<file path="src/rtl/bw_to_color_if.sv">
// Memory-side bus for bw_to_color: grayscale read port, image write port
// and, when CORNER_OVERLAY_EN is defined, the corner-map read port.
// master = the converter, slave = the SRAM side.
interface bw_to_color_if #(
    parameter int X_MAX       = 400,
    parameter int Y_MAX       = 400,
    parameter int PIXEL_DEPTH = 24
);
    localparam int XW = $clog2(X_MAX) + 1;
    localparam int YW = $clog2(Y_MAX) + 1;

    logic                   ren_bw;
    logic [XW-1:0]          x_addr_bw;
    logic [YW-1:0]          y_addr_bw;
    logic [7:0]             rdat_bw;
    logic                   wen_img;
    logic [XW-1:0]          x_addr_img;
    logic [YW-1:0]          y_addr_img;
    logic [PIXEL_DEPTH-1:0] wdat_img;
`ifdef CORNER_OVERLAY_EN
    logic                   ren_corner;
    logic [XW-1:0]          x_addr_corner;
    logic [YW-1:0]          y_addr_corner;
    logic                   rdat_corner;
`endif

    modport master (
`ifdef CORNER_OVERLAY_EN
        output ren_corner, x_addr_corner, y_addr_corner,
        input  rdat_corner,
`endif
        output ren_bw, x_addr_bw, y_addr_bw,
        input  rdat_bw,
        output wen_img, x_addr_img, y_addr_img, wdat_img
    );

    modport slave (
`ifdef CORNER_OVERLAY_EN
        input  ren_corner, x_addr_corner, y_addr_corner,
        output rdat_corner,
`endif
        input  ren_bw, x_addr_bw, y_addr_bw,
        output rdat_bw,
        input  wen_img, x_addr_img, y_addr_img, wdat_img
    );
endinterface

</file>
<file path="src/rtl/bw_to_color.sv">
// Grayscale -> 24-bit image copy. Walks the frame in raster order at one
// pixel per cycle: read stage issues (x,y) to the gray SRAM, write stage
// one cycle later writes {g,g,g} to the image SRAM using the raw read data.
// Optional macro CORNER_OVERLAY_EN: reads the corner map in lockstep and
// writes a red marker (24'hFF0000) where a corner is flagged.
// PIXEL_DEPTH must be 24.
module bw_to_color #(
    parameter int X_MAX       = 400,
    parameter int Y_MAX       = 400,
    parameter int PIXEL_DEPTH = 24
) (
    input  logic          clk,
    input  logic          rst,
    input  logic          start,
    input  logic          abort,
    output logic          busy,
    output logic          color_done,
    bw_to_color_if.master bus
);
    localparam int XW = $clog2(X_MAX) + 1;
    localparam int YW = $clog2(Y_MAX) + 1;

    typedef enum logic [1:0] {IDLE, RUN, FLUSH, DONE} state_t;

    state_t        state, state_nx;
    logic [XW-1:0] x, x_d;
    logic [YW-1:0] y, y_d;
    logic          valid_d;
    logic          last_px;
    logic          x_last;
    logic          rd_en;
    logic [23:0]   pix;

    assign x_last  = (x == XW'(X_MAX - 1));
    assign last_px = x_last && (y == YW'(Y_MAX - 1));
    assign rd_en   = (state == RUN);

    // State register
    always_ff @(posedge clk) begin
        if (rst) state <= IDLE;
        else     state <= state_nx;
    end

    // Next-state: abort beats everything except reset; start only seen in IDLE
    always_comb begin
        state_nx = state;
        case (state)
            IDLE:    if (start) state_nx = RUN;
            RUN:     if (abort) state_nx = IDLE;
                     else if (last_px) state_nx = FLUSH;
            FLUSH:   state_nx = abort ? IDLE : DONE;
            DONE:    state_nx = IDLE;
            default: state_nx = IDLE;
        endcase
    end

    // Raster counters; hold at the final pixel instead of wrapping
    always_ff @(posedge clk) begin
        if (rst) begin
            x <= '0;
            y <= '0;
        end else if (state == IDLE && start) begin
            x <= '0;
            y <= '0;
        end else if (rd_en && abort) begin
            x <= '0;
            y <= '0;
        end else if (rd_en && !last_px) begin
            if (x_last) begin
                x <= '0;
                y <= y + 1'b1;
            end else begin
                x <= x + 1'b1;
            end
        end
    end

    // Write-stage capture of the read request; an abort kills the in-flight pixel
    always_ff @(posedge clk) begin
        if (rst) begin
            valid_d <= 1'b0;
            x_d     <= '0;
            y_d     <= '0;
        end else begin
            valid_d <= rd_en && !abort;
            x_d     <= x;
            y_d     <= y;
        end
    end

`ifdef CORNER_OVERLAY_EN
    assign pix = bus.rdat_corner ? 24'hFF0000 : {3{bus.rdat_bw}};

    assign bus.ren_corner    = rd_en;
    assign bus.x_addr_corner = rd_en ? x : '0;
    assign bus.y_addr_corner = rd_en ? y : '0;
`else
    assign pix = {3{bus.rdat_bw}};
`endif

    // Addresses and data are forced to zero whenever their enable is low
    assign bus.ren_bw     = rd_en;
    assign bus.x_addr_bw  = rd_en ? x : '0;
    assign bus.y_addr_bw  = rd_en ? y : '0;
    assign bus.wen_img    = valid_d;
    assign bus.x_addr_img = valid_d ? x_d : '0;
    assign bus.y_addr_img = valid_d ? y_d : '0;
    assign bus.wdat_img   = valid_d ? PIXEL_DEPTH'(pix) : '0;

    assign busy       = (state == RUN) || (state == FLUSH);
    assign color_done = (state == DONE);
endmodule

</file>
<file path="src/flat_wrapper.sv">
// flat-port wrapper written by rule: the top's interface ports become plain ports
module bw_to_color_flat 
#(
    parameter int X_MAX       = 400,
    parameter int Y_MAX       = 400,
    parameter int PIXEL_DEPTH = 24
)
  (clk, rst, start, abort, busy, color_done, bus_ren_bw, bus_x_addr_bw, bus_y_addr_bw, bus_rdat_bw, bus_wen_img, bus_x_addr_img, bus_y_addr_img, bus_wdat_img);
  bw_to_color_if #(.X_MAX(X_MAX), .Y_MAX(Y_MAX), .PIXEL_DEPTH(PIXEL_DEPTH)) bus_i ();
  input  logic clk;
  input  logic rst;
  input  logic start;
  input  logic abort;
  output logic busy;
  output logic color_done;
  output wire logic [$bits(bus_i.ren_bw)-1:0] bus_ren_bw;
  output wire logic [$bits(bus_i.x_addr_bw)-1:0] bus_x_addr_bw;
  output wire logic [$bits(bus_i.y_addr_bw)-1:0] bus_y_addr_bw;
  input wire logic [$bits(bus_i.rdat_bw)-1:0] bus_rdat_bw;
  output wire logic [$bits(bus_i.wen_img)-1:0] bus_wen_img;
  output wire logic [$bits(bus_i.x_addr_img)-1:0] bus_x_addr_img;
  output wire logic [$bits(bus_i.y_addr_img)-1:0] bus_y_addr_img;
  output wire logic [$bits(bus_i.wdat_img)-1:0] bus_wdat_img;
  assign bus_ren_bw = bus_i.ren_bw;
  assign bus_x_addr_bw = bus_i.x_addr_bw;
  assign bus_y_addr_bw = bus_i.y_addr_bw;
  assign bus_i.rdat_bw = bus_rdat_bw;
  assign bus_wen_img = bus_i.wen_img;
  assign bus_x_addr_img = bus_i.x_addr_img;
  assign bus_y_addr_img = bus_i.y_addr_img;
  assign bus_wdat_img = bus_i.wdat_img;
  bw_to_color #(.X_MAX(X_MAX), .Y_MAX(Y_MAX), .PIXEL_DEPTH(PIXEL_DEPTH)) u_core (.clk(clk), .rst(rst), .start(start), .abort(abort), .busy(busy), .color_done(color_done), .bus(bus_i));
endmodule
</file>
<file path="config.mk">
export PLATFORM = sky130hd
export DESIGN_NAME = bw_to_color_flat
export DESIGN_NICKNAME = d
export VERILOG_FILES = /design/src/rtl/bw_to_color_if.sv /design/src/rtl/bw_to_color.sv /design/src/flat_wrapper.sv
export SDC_FILE = /design/constraint.sdc
export NUM_CORES = 1
export LEC_CHECK = 0
export CORE_UTILIZATION = 25
export CTS_BUF_LIST = sky130_fd_sc_hd__clkbuf_8
export CTS_CLUSTER_DIAMETER = 150
export DETAILED_ROUTE_END_ITERATION = 8
export GPL_ROUTABILITY_DRIVEN = 0
export MAX_ROUTING_LAYER = met4
export PLACE_DENSITY = 0.54
export SLEW_MARGIN = 20
export SYNTH_ARGS = -nofsm -noshare
export SYNTH_HDL_FRONTEND = slang
export SYNTH_SLANG_ARGS = --single-unit
export TNS_END_PERCENT = 1
</file>
<file path="constraint.sdc">
create_clock -name clk -period 2 [get_ports clk]
set_input_delay 0.6 -clock clk [delete_from_list [all_inputs] [get_ports clk]]
set_output_delay 0.6 -clock clk [all_outputs]
set_load 0.02 [all_outputs]
</file>
* After elaboration in Yosys (flattened, before gate mapping)
Index checks and enable logic that the tools add are counted.
** Storage, ports and cells
- Bits of input ports :: 12
- Logic and storage cells :: 38
- Register bits after elaboration :: 43
- Output and inout bits :: 68
- Bits in read-only memories :: 0
- RAM bits :: 0
- Bits in latches :: 0
- Memories :: 0
** Operators by class
- Shift-type cells :: 0
- Bitwise gates (word level) :: 0
- Add/subtract/negate cells :: 2
- Reductions and logical operators :: 12
- Eq/ne operators :: 7
- Divide/modulo/power cells :: 0
- Multiply operators :: 0
- $lt $le $gt $ge :: 0
- Mux-type cells :: 11
** Operators with widths (number)
- $mux 10 :: 5
- $mux 24 :: 1
- $add 10x1->10 const B :: 2
- $eq 10x9->1 const B :: 2
- $mux 2 :: 4
- $pmux 2 s4 :: 1
- $logic_and 1x1->1 :: 5
- $eq 2x2->1 const B :: 2
- $reduce_and 2->1 :: 2
- $ne 3x2->1 const B :: 1
- $reduce_or 3->1 :: 1
- $eq 2x1->1 const B :: 1
- $logic_not 1->1 :: 2
- $logic_not 2->1 :: 1
- $ne 2x2->1 const B :: 1
- $logic_or 1x1->1 :: 1

* Depth between registers and ports, before layout
Gate-level depths: netlist (run 1).
- Depth after elaboration :: 5
- Gate-level depth with buffers :: 8
- Gate-level depth less buffers :: 7

* Least setup slack after synthesis (run 1)
OpenSTA, ideal clock, no wires.
- Path kind :: flip-flop to output port
- Start :: reg u_core.state[1]
- End :: out bus_x_addr_bw[1]
- Stages on the path, launching flop included :: 6
- Path slack :: -99 ps
- Path buffers :: 2
- Arrival :: 1499 ps
- Path through :: dfxtp_1 inv_1 ha_1 clkbuf_1 clkbuf_1 and2_1
** Between the ends
- Longest elaborated chain between the ends :: 2
** Ends and longest elaborated chain
- start, declared :: RTL line bw_to_color.sv:25 : state_t state, state_nx;
- start signal, assigned :: RTL line bw_to_color.sv:41 : else state <= state_nx;
- $eq 2x1->1 :: RTL line bw_to_color.sv:36 : assign rd_en = (state == RUN);
- via bus_ren_bw :: RTL line flat_wrapper.sv:16 : output wire logic [$bits(bus_i.ren_bw)-1:0] bus_ren_bw;
- $mux 10 :: RTL line bw_to_color.sv:103 : assign bus.x_addr_bw = rd_en ? x : '0;
- end, declared :: RTL line flat_wrapper.sv:17 : output wire logic [$bits(bus_i.x_addr_bw)-1:0] bus_x_addr_bw;
The timed path passes the listed nets, and every way through them passes these cells.

* Final worst setup path (run 1)
- Start :: reg u_core.state[1]
- End :: reg u_core.y[6]
** Between the ends
- Longest elaborated chain between the ends :: 3
- Elaborated cells between the ends (all ways) :: 7
** Ends and longest elaborated chain
- $eq 2x1->1 or $logic_not 2->1 (tied branches) :: RTL line bw_to_color.sv:36, bw_to_color.sv:62
- $logic_and 1x1->1 (on tied branches) :: RTL line bw_to_color.sv:65, bw_to_color.sv:62, bw_to_color.sv:68
- $reduce_or 3->1 (no source line) or $reduce_and 2->1 (tied branches)
- end signal, assigned :: RTL line bw_to_color.sv:71 : y <= y + 1'b1;
- end, declared :: RTL line bw_to_color.sv:27 : logic [YW-1:0] y, y_d;
Several ways; a longest one is shown, not always the timed one.
A chain may end at the register's enable or synchronous reset.

==> results of run 1 <==
[final cells by class]
| class | count | area share, % |
|---|---|---|
| Clock buffer | 5 | 2.09 |
| Inverter | 7 | 0.798 |
| Clock inverter | 3 | 0.494 |
| Tap cell | 108 | 4.10 |
| Sequential cell | 43 | 26.2 |
| Timing Repair Buffer | 120 | 28.0 |
| Multi-Input combinational cell | 187 | 38.3 |
[logic make-up (layout without fill, tap and decap cells)]
group	after synthesis	after routing	share of synthesized area (%)
AND/OR/NAND/NOR	136	136	34.8
flip-flops	43	43	38.1
buffers and inverters	38	135	9.20
AO/OA/AOI/OAI	32	32	8.81
adder cells (fa/ha/maj)	7	7	3.88
multiplexers	7	7	3.21
XOR/XNOR	5	5	1.94
[layout by cell type (no fill, tap or decap), types with 5 or more instances in the layout]
master / Yosys / final
nand4_1: 7 / 7
o21ai_0: 6 / 5
nor2_1: 16 / 15
nand2b_1: 6 / 6
dfxtp_1: 43 / 41
dlygate4sd2_1: 0 / 22
ha_1: 7 / 6
a21oi_1: 13 / 10
clkdlybuf4s50_1: 0 / 11
mux2i_1: 5 / 5
buf_2: 1 / 33
and2_1: 47 / 41
buf_4: 17 / 42
inv_1: 7 / 6
clkbuf_8: 0 / 5
and2_4: 0 / 6
nand3_1: 8 / 8
nand2_1: 13 / 13
nor2b_1: 18 / 18
[synth_stat cells, types with 2 or more instances]
library cell	number	area [µm²]
nand3_1	8	40.0
and2_1	47	294
xnor2_1	4	35.0
or4_1	4	30.0
nor2_1	16	60.1
o31ai_1	3	22.5
nor3_1	4	20.0
dfxtp_1	43	861
and3_1	4	25.0
clkbuf_1	13	48.8
o21a_1	2	15.0
buf_4	17	128
mux2i_1	5	50.1
ha_1	7	87.6
nand2b_1	6	37.5
a211oi_1	2	15.0
nand2_1	13	48.8
mux2_2	2	22.5
nor4_1	4	25.0
inv_1	7	26.3
nor2b_1	18	113
o21ai_0	6	30.0
a21oi_1	13	65.1
nand4_1	7	43.8
[how the worst max path moves through the flow]
stage | slack, ns | cells after the start | endpoint
2_1_floorplan | -0.005 | 7 | u_core.x[5]
3_3_place_gp | -0.43 | 3 | bus_wdat_img[6]
3_5_place_dp | -0.45 | 3 | bus_wdat_img[2]
4_1_cts | -0.16 | 3 | bus_wdat_img[2]
5_1_grt | -0.16 | 7 | u_core.y[6]
6_report | -0.08 | 7 | u_core.y[6]
[per-layer routing]
layer | part of all wire (%) | global-route usage [%] | wire, µm | up-vias
li1 | - | - | - | 1084
met1 | 47 | 16.5 | 2800 | 971
met2 | 44 | 19.7 | 2620 | 79
met3 | 8.7 | 3.40 | 522 | 4
met4 | 0.65 | 2.76 | 39 | 0
met5 | 0 | - | 0 | -
[sequential cells by signal, summed over array words and instances, names as in the netlist]
name,flops
u_core.x,10
u_core.state,2
u_core.x_d,10
u_core.y_d,10
u_core.y,10
u_core.bus.wen_img,1
[power by group]
part	total (mW)	internal, mW	switching [mW]	leakage, nW
clock	0.545	0.239	0.306	0.0453
sequential	0.884	0.871	0.0128	0.347
combinational	0.515	0.262	0.253	1.13
[through the flow]
| step | util, % | setup TNS, ns | worst slack, ns | hold WS [ns] |
|---|---|---|---|---|
| 6_report | 37.8 | -0.395 | -0.0798 | 0.531 |
| 5_1_grt | 37.8 | -1.88 | -0.164 | 0.548 |
| 4_1_cts | 36.6 | -0.612 | -0.159 | 0.522 |
| 3_5_place_dp | 37.5 | -18.08 | -0.448 | 0.508 |
| 3_3_place_gp | 37.5 | -18.25 | -0.430 | 0.505 |
| 2_1_floorplan | - | -0.0227 | -0.00453 | 0.459 |
[timing repair]
item / CTS / global route
gates resized for setup: 201 / 40
setup endpoints to repair: 82 / 36
setup buffers: 3 / 4
hold buffers: 0 / 0
pin swaps: 1 / 5
==> impl_results.md, run 1 <==
- Worst Hold End: u_core.x_d[0]
- Synthesized flop and latch total: 43
- Worst-margin pin slew: 0.487 ns
- Top cell by count, worst path: or4_4
- Initial antenna violation count: 0
- Synth Flop Type: dfxtp_1
- Failing checks: setup timing
- Die X: 97.0 µm
- Cell area after layout: 3290 µm²
- Placed Instance Area: 3270 µm²
- Largest net degree at the start of global routing: 30
- Post-synthesis async set-or-reset flop share: 0%
- Seq/Total Area, Yosys: a little under two fifths
- Cell Chain, Critical Path: inv_2, ha_4, buf_8, nand4_1, or4_4, or4_4, a21oi_2
- Min-delay src: u_core.x[0]
- Clock skew: between 0.008 and 0.009 ns
- Worst skew pair latency: about 0.30 ns
- FMAX: just under 500 MHz
- IO buf count: 79
- Initial Util: 25.9%
- Critical Path Max Stage Delay: 0.58 ns
- Placeable Area: about 8700 µm²
- TritonCTS clock tree: built
- CP arrival: 2.32 ns
- Clock transition at path regs: 0.09 ns
- Final Setup Violations: 16
- Setup CP Type: reg -> reg
- First-pass GRT wire length: 9630 µm
- Crit end category: flip-flop
- I/O pin cnt: 80
- Worst hold path type: reg -> reg
- R2R Setup Slk: -0.08 ns
- WP buf/inv: 2
- Clock tree buffer depth: 2
- Final hold vios: 0
- Storage element area: 863 µm²
- Grt ovf: 0
- Full die area: between 9000 and 10,000 µm²
- Lkg Pwr: 1.52 nW
- Critical path origin: u_core.state[1]
- Nets: 383
- Final Cycle Share: 104%
- Vias per cell: 4.52
- Pwr dens: 590 nW/µm²
- DRT Wirelength: 5990 µm
- Reg2reg path depth: 7
- DR iter-0 viols: 73
- Critical R2R Capture: u_core.y[6]
- Post-Place Cells: 458
- Max transition margin: 67.2%
- DRT Pass-1 Iters: 4
- R2R Path Start: u_core.state[1]
- Num CTS Buffers: 5
- Vias in the first global route: 1,997
- Area of the multi-input gates: 1260 µm²
- Mapped Area: 2260 µm²
- Post-synth EDFFs: 0
- Delay-heaviest family, CP: simple AND/OR/NAND/NOR gates
- Area Growth Syn to Fin: 45.8%
- Hpwl dp: 4230 µm
- Via count: 2,138
- Max_cap viols: 0
- Max Slew Vio Count: 0
- CP required: 2.24 ns
- Syn Nets: approximately 290
- Slowest-stage cell, CP: or4_4
- Synth cell types: 37
- CTS sink count: 43
- CP max FO: 7
- Filler Cell Count: 931
- DR DRC count: 0
- Die height: slightly below 100 µm
- PnR worst setup slack: -0.0798 ns
- Syn Inst Count: 268
- Crit path time final: 2.08 ns
- Cells on Worst Hold Path: 1
- Startpoint types: flip-flop
- Unrepaired setup endpoints after global routing: true
- Clock root buffer: clkbuf_8
- Final ANT Viol Nets: 0
- H-tree depth: 2
- Pwr Total: roughly 2 mW
- Final std cells w/o fill: 473
- Layout cells sized above 1: 33.2%
- Yosys warning total: 0
- Drt wl/cell: between 10 and 15 µm
- GRT Overall Usage: 12.7%
- Antenna fix cells: 0
- Peak supply drop: 0.275 mV
- Num rows: 34
- Avg Cell Area, Syn: 8.43 µm²
- Status: complete, but fails checks
(Power assumes the default switching activity.)
==> run 2: changes to the inputs <==
--- a/config.mk
+++ b/config.mk
@@ -9,10 +9,8 @@
 export CTS_BUF_LIST = sky130_fd_sc_hd__clkbuf_8
 export CTS_CLUSTER_DIAMETER = 150
 export DETAILED_ROUTE_END_ITERATION = 8
-export GPL_ROUTABILITY_DRIVEN = 0
 export MAX_ROUTING_LAYER = met4
 export PLACE_DENSITY = 0.54
-export SLEW_MARGIN = 20
 export SYNTH_ARGS = -nofsm -noshare
 export SYNTH_HDL_FRONTEND = slang
 export SYNTH_SLANG_ARGS = --single-unit
==> constraint.sdc (replaced) <==
create_clock -name clk -period 2 [get_ports clk]
set_input_delay 0.6 -clock clk [delete_from_list [all_inputs] [get_ports clk]]
set_output_delay 0.6 -clock clk [all_outputs]
set_load 0.05 [all_outputs]
==> impl_results.md, run 2 (synthesis gave the netlist of run 1 again) <==
- Final Cycle Share: 99.5%
- DRT Pass-1 Iters: 4
- Filler Cell Count: between 700 and 800
- Final ANT Viol Nets: 0
- Worst-margin pin slew: 0.474 ns
- Placeable Area: between 8000 and 9000 µm²
- Sequential power share: between 40% and 50%
- Reg2reg path depth: 6
- Commonest non-fill, non-tap cells in the layout: buf_12 (68), dfxtp_1 (40), and2_1 (24), buf_4 (24), nor2b_1 (18)
- Lkg Pwr: 1.65 nW
- Nets: 373
- CTS sink count: 43
- Most common cell after layout, fill and taps aside: buf_12
- Area Growth Syn to Fin: 82.9%
- Die X: 97.0 µm
- DR iter-0 viols: 104
- Final TNS setup: 0 ns
- Critical Path Max Stage Delay: 0.46 ns
- Max transition margin: roughly two thirds
- Initial Util: 25.9%
- Area of the multi-input gates: 1250 µm²
- Max_cap viols: 0
- Layout cells sized above 1: 40.3%
- Peak supply drop: around 0.34 mV
- Die height: 97.0 µm
- Critical path depth: 3
- CP arrival: roughly 1.4 ns
- Crit end category: primary output
- Slowest-stage cell, CP: clkdlybuf4s50_1
- Post-Place Cells: 455
- Delay-heaviest family, CP: buffers and inverters
- Antenna fix cells: 0
- Via count: between 2k and 2.5k
- Unrepaired setup endpoints after global routing: true
- TritonCTS clock tree: built
- Post-CTS Hold Fix Bufs: 0
- GRT Overall Usage: 12.8%
- Grt ovf: 0
- Vias per cell: 4.59
- DR DRC count: 0
- Setup CP Type: in -> out
- Startpoint types: primary input
- Combinational share of power: 28.0%
- Clock root buffer: clkbuf_8
- Max Slew Vio Count: 0
- Layout Utilization: 47.4%
- Hpwl dp: 4400 µm
- Storage element area: 867 µm²
- Pwr dens: between 500 and 600 nW/µm²
- Clock power share: 30.8%
- First-pass GRT wire length: 9670 µm
- Cell Chain, Critical Path: clkdlybuf4s50_1, and2_4, buf_12
- Worst hold path type: reg -> reg
- NetSw: 0.639 mW
- WP buf/inv: 2
- Post-CTS Repair Setup Buffers: 0
- Drt wl/cell: 12.4 µm
- Status: complete, no violations
- Pwr Total: 2.16 mW
- Final std cells w/o fill: 463
- Initial antenna violation count: 0
- Internal power: 1.52 mW
- Clock skew: 0.00902 ns
- Crit path time final: ~2 ns
- CP max FO: 3
- FMAX: 502 MHz
- Final Hold Slack: 0.527 ns
- Clock tree buffer depth: 2
- Num rows: 34
- I/O pin cnt: 80
- Final Setup Violations: 0
- Vias in the first global route: 2,082
- Num CTS Buffers: 5
- Sw frac: 29.5%
- CP required: 1.40 ns
- Cells on Worst Hold Path: 2
- Final hold vios: 0
- Clock transition at path regs: 0.08 ns
- Worst skew pair latency: 0.29 ns
- DRT Wirelength: roughly 5700 µm
- H-tree depth: 2
- Full die area: around 9400 µm²
- IO buf count: 79
- Largest net degree at the start of global routing: 22
- Gpl congestion: 0.845
==> run 2: cell count changes in the layout (fill, tap and decap cells not counted), sizes merged <==
cell	change
bufinv	+1
clkinv	+1
clkbuf	-4
dlygate4sd2	-18
clkinvlp	-1
dlymetal6s2s	+3
clkdlybuf4s50	-7
inv	-1
buf	+16
==> run 2: final cells by class <==
type	count	area share [%]
clock buffer	5	1.67
clock inverter	3	1.06
inverter	7	0.636
multi-input combinational	187	30.3
sequential	43	21.0
tap	108	3.27
timing repair buffer	110	42.0
==> run 2: per-layer routing <==
metal	vias to the layer above	part of all wire [%]	GRT usage [%]
met5	-	0	-
met4	0	1.5	4.25
met3	10	7.1	3.11
met2	88	47	20.2
met1	972	44	16.0
li1	1055	-	-
==> run 2: repair_timing <==
item | in CTS | in global routing
gates resized for setup | 22 | 17
endpoints found under the setup margin | 50 | 41
pin swaps | 0 | 1
==> run 2: worst min-delay path: stages (launching register included) <==
cell,delay (ns)
dfxtp_1,0.35
o31ai_1,0.08
a21oi_1,0.06
==> run 2: worst paths after layout <==
| check | start | endpoint | slack (ns) |
|---|---|---|---|
| max | bus_rdat_bw[5] | bus_wdat_img[5] | 0.009 |
| min | u_core.y[6] | u_core.y[6] | 0.53 |
| max reg2reg | u_core.state[1] | u_core.y[8] | 0.05 |
| min reg2reg | u_core.y[6] | u_core.y[6] | 0.53 |
==> run 2: metrics by stage <==
step           worst slack, ns  area (µm²)
3_3_place_gp            -0.123        3950
5_1_grt                -0.0782        4130
2_1_floorplan           -0.131        2300
6_report               0.00932        4130
3_5_place_dp            -0.130        3950
4_1_cts                -0.0509        4100
==> run 2: power groups by stage <==
stage          sequential (mW)  combinational, mW  clock (mW)
2_1_floorplan            0.910              0.316           0
3_3_place_gp             0.911              0.572           0
3_5_place_dp             0.910              0.579           0
4_1_cts                  0.892              0.598       0.686
5_1_grt                  0.895              0.647       0.720
6_report                 0.891              0.607       0.666
==> run 3: changes to the inputs <==
--- a/config.mk
+++ b/config.mk
@@ -10,7 +10,7 @@
 export CTS_CLUSTER_DIAMETER = 150
 export DETAILED_ROUTE_END_ITERATION = 8
 export MAX_ROUTING_LAYER = met4
-export PLACE_DENSITY = 0.54
+export PLACE_DENSITY = 0.53
 export SYNTH_ARGS = -nofsm -noshare
 export SYNTH_HDL_FRONTEND = slang
 export SYNTH_SLANG_ARGS = --single-unit
==> constraint.sdc (replaced) <==
create_clock -name clk -period 2.5 [get_ports clk]
set_input_delay 0.75 -clock clk [delete_from_list [all_inputs] [get_ports clk]]
set_output_delay 0.75 -clock clk [all_outputs]
set_load 0.05 [all_outputs]
==> impl_results.md, run 3 (synthesis gave the netlist of run 1 again) <==
- Area Growth Syn to Fin: 68.5%
- Filler Cell Count: 828
- Status: complete, no violations
- Layout cells sized above 1: 26.7%
- CP required: 1.75 ns
- DR DRC count: 0
- Pwr dens: 410 nW/µm²
- H-tree depth: 2
- Min-delay src: u_core.state[1]
- DRT Pass-1 Iters: 4
- Worst hold path type: reg -> reg
- First-pass GRT wire length: around 9000 µm
- Via count: 1,969
- CP arrival: 1.69 ns
- Nets: 348
- Die X: between 90 and 100 µm
- DRT Wirelength: 5350 µm
- R2R Path Start: u_core.state[1]
- Clock transition at path regs: 0.09 ns
- Lkg Pwr: 1.44 nW
- Clock skew: around 0.012 ns
- Hpwl dp: 4180 µm
- Peak supply drop: about 0.26 mV
- Crit end category: primary output
- Unrepaired setup endpoints after global routing: false
- Worst skew pair latency: around 0.30 ns
- Setup CP Type: in -> out
- IO buf count: 79
- Antenna fix cells: 0
- Num rows: 34
- Final Cycle Share: 97.5%
- Full die area: 9420 µm²
- FMAX: 410 MHz
- Final ANT Viol Nets: 0
- Crit path time final: 2.44 ns
- CTS sink count: 43
- Grt ovf: 0
- GRT Overall Usage: 11.9%
- Final hold vios: 0
- Post-Place Cells: 430
- Startpoint types: primary input
- Max Slew Vio Count: 0
- Max_cap viols: 0
- Max transition margin: 60.2%
- Gpl congestion: 0.803
- CP max FO: 3
- Critical path origin: bus_rdat_bw[7]
- Clock root buffer: clkbuf_8
- Initial Util: 25.9%
- Commonest non-fill, non-tap cells in the layout: buf_12 (66), and2_1 (46), dfxtp_1 (43)
- Most common cell after layout, fill and taps aside: buf_12
- TritonCTS clock tree: built
- DR iter-0 viols: between 100 and 150
- Clock tree buffer depth: 2
- Die height: 97.0 µm
- Num CTS Buffers: 5
- Vias in the first global route: 1,769
- I/O pin cnt: 80
- Largest net degree at the start of global routing: 22
- Worst-margin pin slew: 0.591 ns
- Vias per cell: 4.50
- Final Setup Violations: 0
- Drt wl/cell: 12.2 µm
- Final std cells w/o fill: around 440
- Initial antenna violation count: 0
- Pwr Total: 1.56 mW
- Placeable Area: 8720 µm²
-- run 3: cell types whose count changed in the layout (fill, tap and decap cells not counted), moves of 2 or more --
cell,change
buf_12,-2
inv_2,-2
buf_4,-17
and2_2,-9
clkdlybuf4s50_1,+7
dlygate4sd2_1,-4
inv_1,+3
and2_4,-13
dfxtp_2,-2
and2_1,+22
dlymetal6s2s_1,-3
dfxtp_1,+3
buf_6,-5
-- run 3: repair_timing --
item,in CTS,in global routing
setup buffers,0,0
setup endpoints to repair,11,7
hold buffers,0,0
endpoints found under the hold margin,0,0
resized for setup,1,1
-- run 3: final timing paths --
path,slack (ns),endpoint,cells after the start
hold reg to reg,0.52,u_core.state[1],2
hold / removal,0.52,u_core.state[1],2
setup / recovery,0.06,bus_wdat_img[23],3
setup reg to reg,0.25,u_core.x[8],6
-- run 3: metrics by stage --
| step | utilization (%) | TNS (ns) | area (µm²) | hold slack, ns | worst slack [ns] |
|---|---|---|---|---|---|
| floorplan | - | -0.0238 | 2260 | 0.459 | -0.00181 |
| detailed placement | 42.5 | 0 | 3710 | 0.506 | 0.0625 |
| finish | 43.6 | 0 | 3810 | 0.517 | 0.0636 |
| global placement | 42.5 | 0 | 3710 | 0.500 | 0.0525 |
| global route | 43.6 | 0 | 3810 | 0.546 | 0.00566 |
| CTS | 43.6 | 0 | 3800 | 0.521 | 0.0333 |
-- run 3: layout make-up --
class,count,area [µm²],area share (%)
Tap cell,108,135,3.55
Multi-Input combinational cell,187,1200,31.6
Timing Repair Buffer,85,1500,39.3
Clock inverter,3,16.3,0.427
Inverter,7,26.3,0.690
Sequential cell,43,861,22.6
Clock buffer,5,68.8,1.81
-- run 3: power by group --
part / internal [mW] / switching, mW / leakage [nW] / total, mW
Sequential: 0.695 / 0.0161 / 0.347 / 0.712
Combinational: 0.178 / 0.242 / 1.05 / 0.420
Clock: 0.191 / 0.238 / 0.0453 / 0.429
-- run 3: per-layer routing --
| layer | wire length, µm | part of all wire, % | global-route usage (%) | vias to the layer above |
|---|---|---|---|---|
| met4 | 99 | 1.9 | 3.67 | 0 |
| li1 | - | - | - | 1016 |
| met5 | 0 | 0 | - | - |
| met3 | 347 | 6.5 | 2.46 | 8 |
| met1 | 2590 | 48 | 16.6 | 868 |
| met2 | 2310 | 43 | 17.3 | 77 |
-- run 3: worst max-delay path: stages --
cell and delay, ns:
clkdlybuf4s50_1 0.45, and2_1 0.30, buf_12 0.18
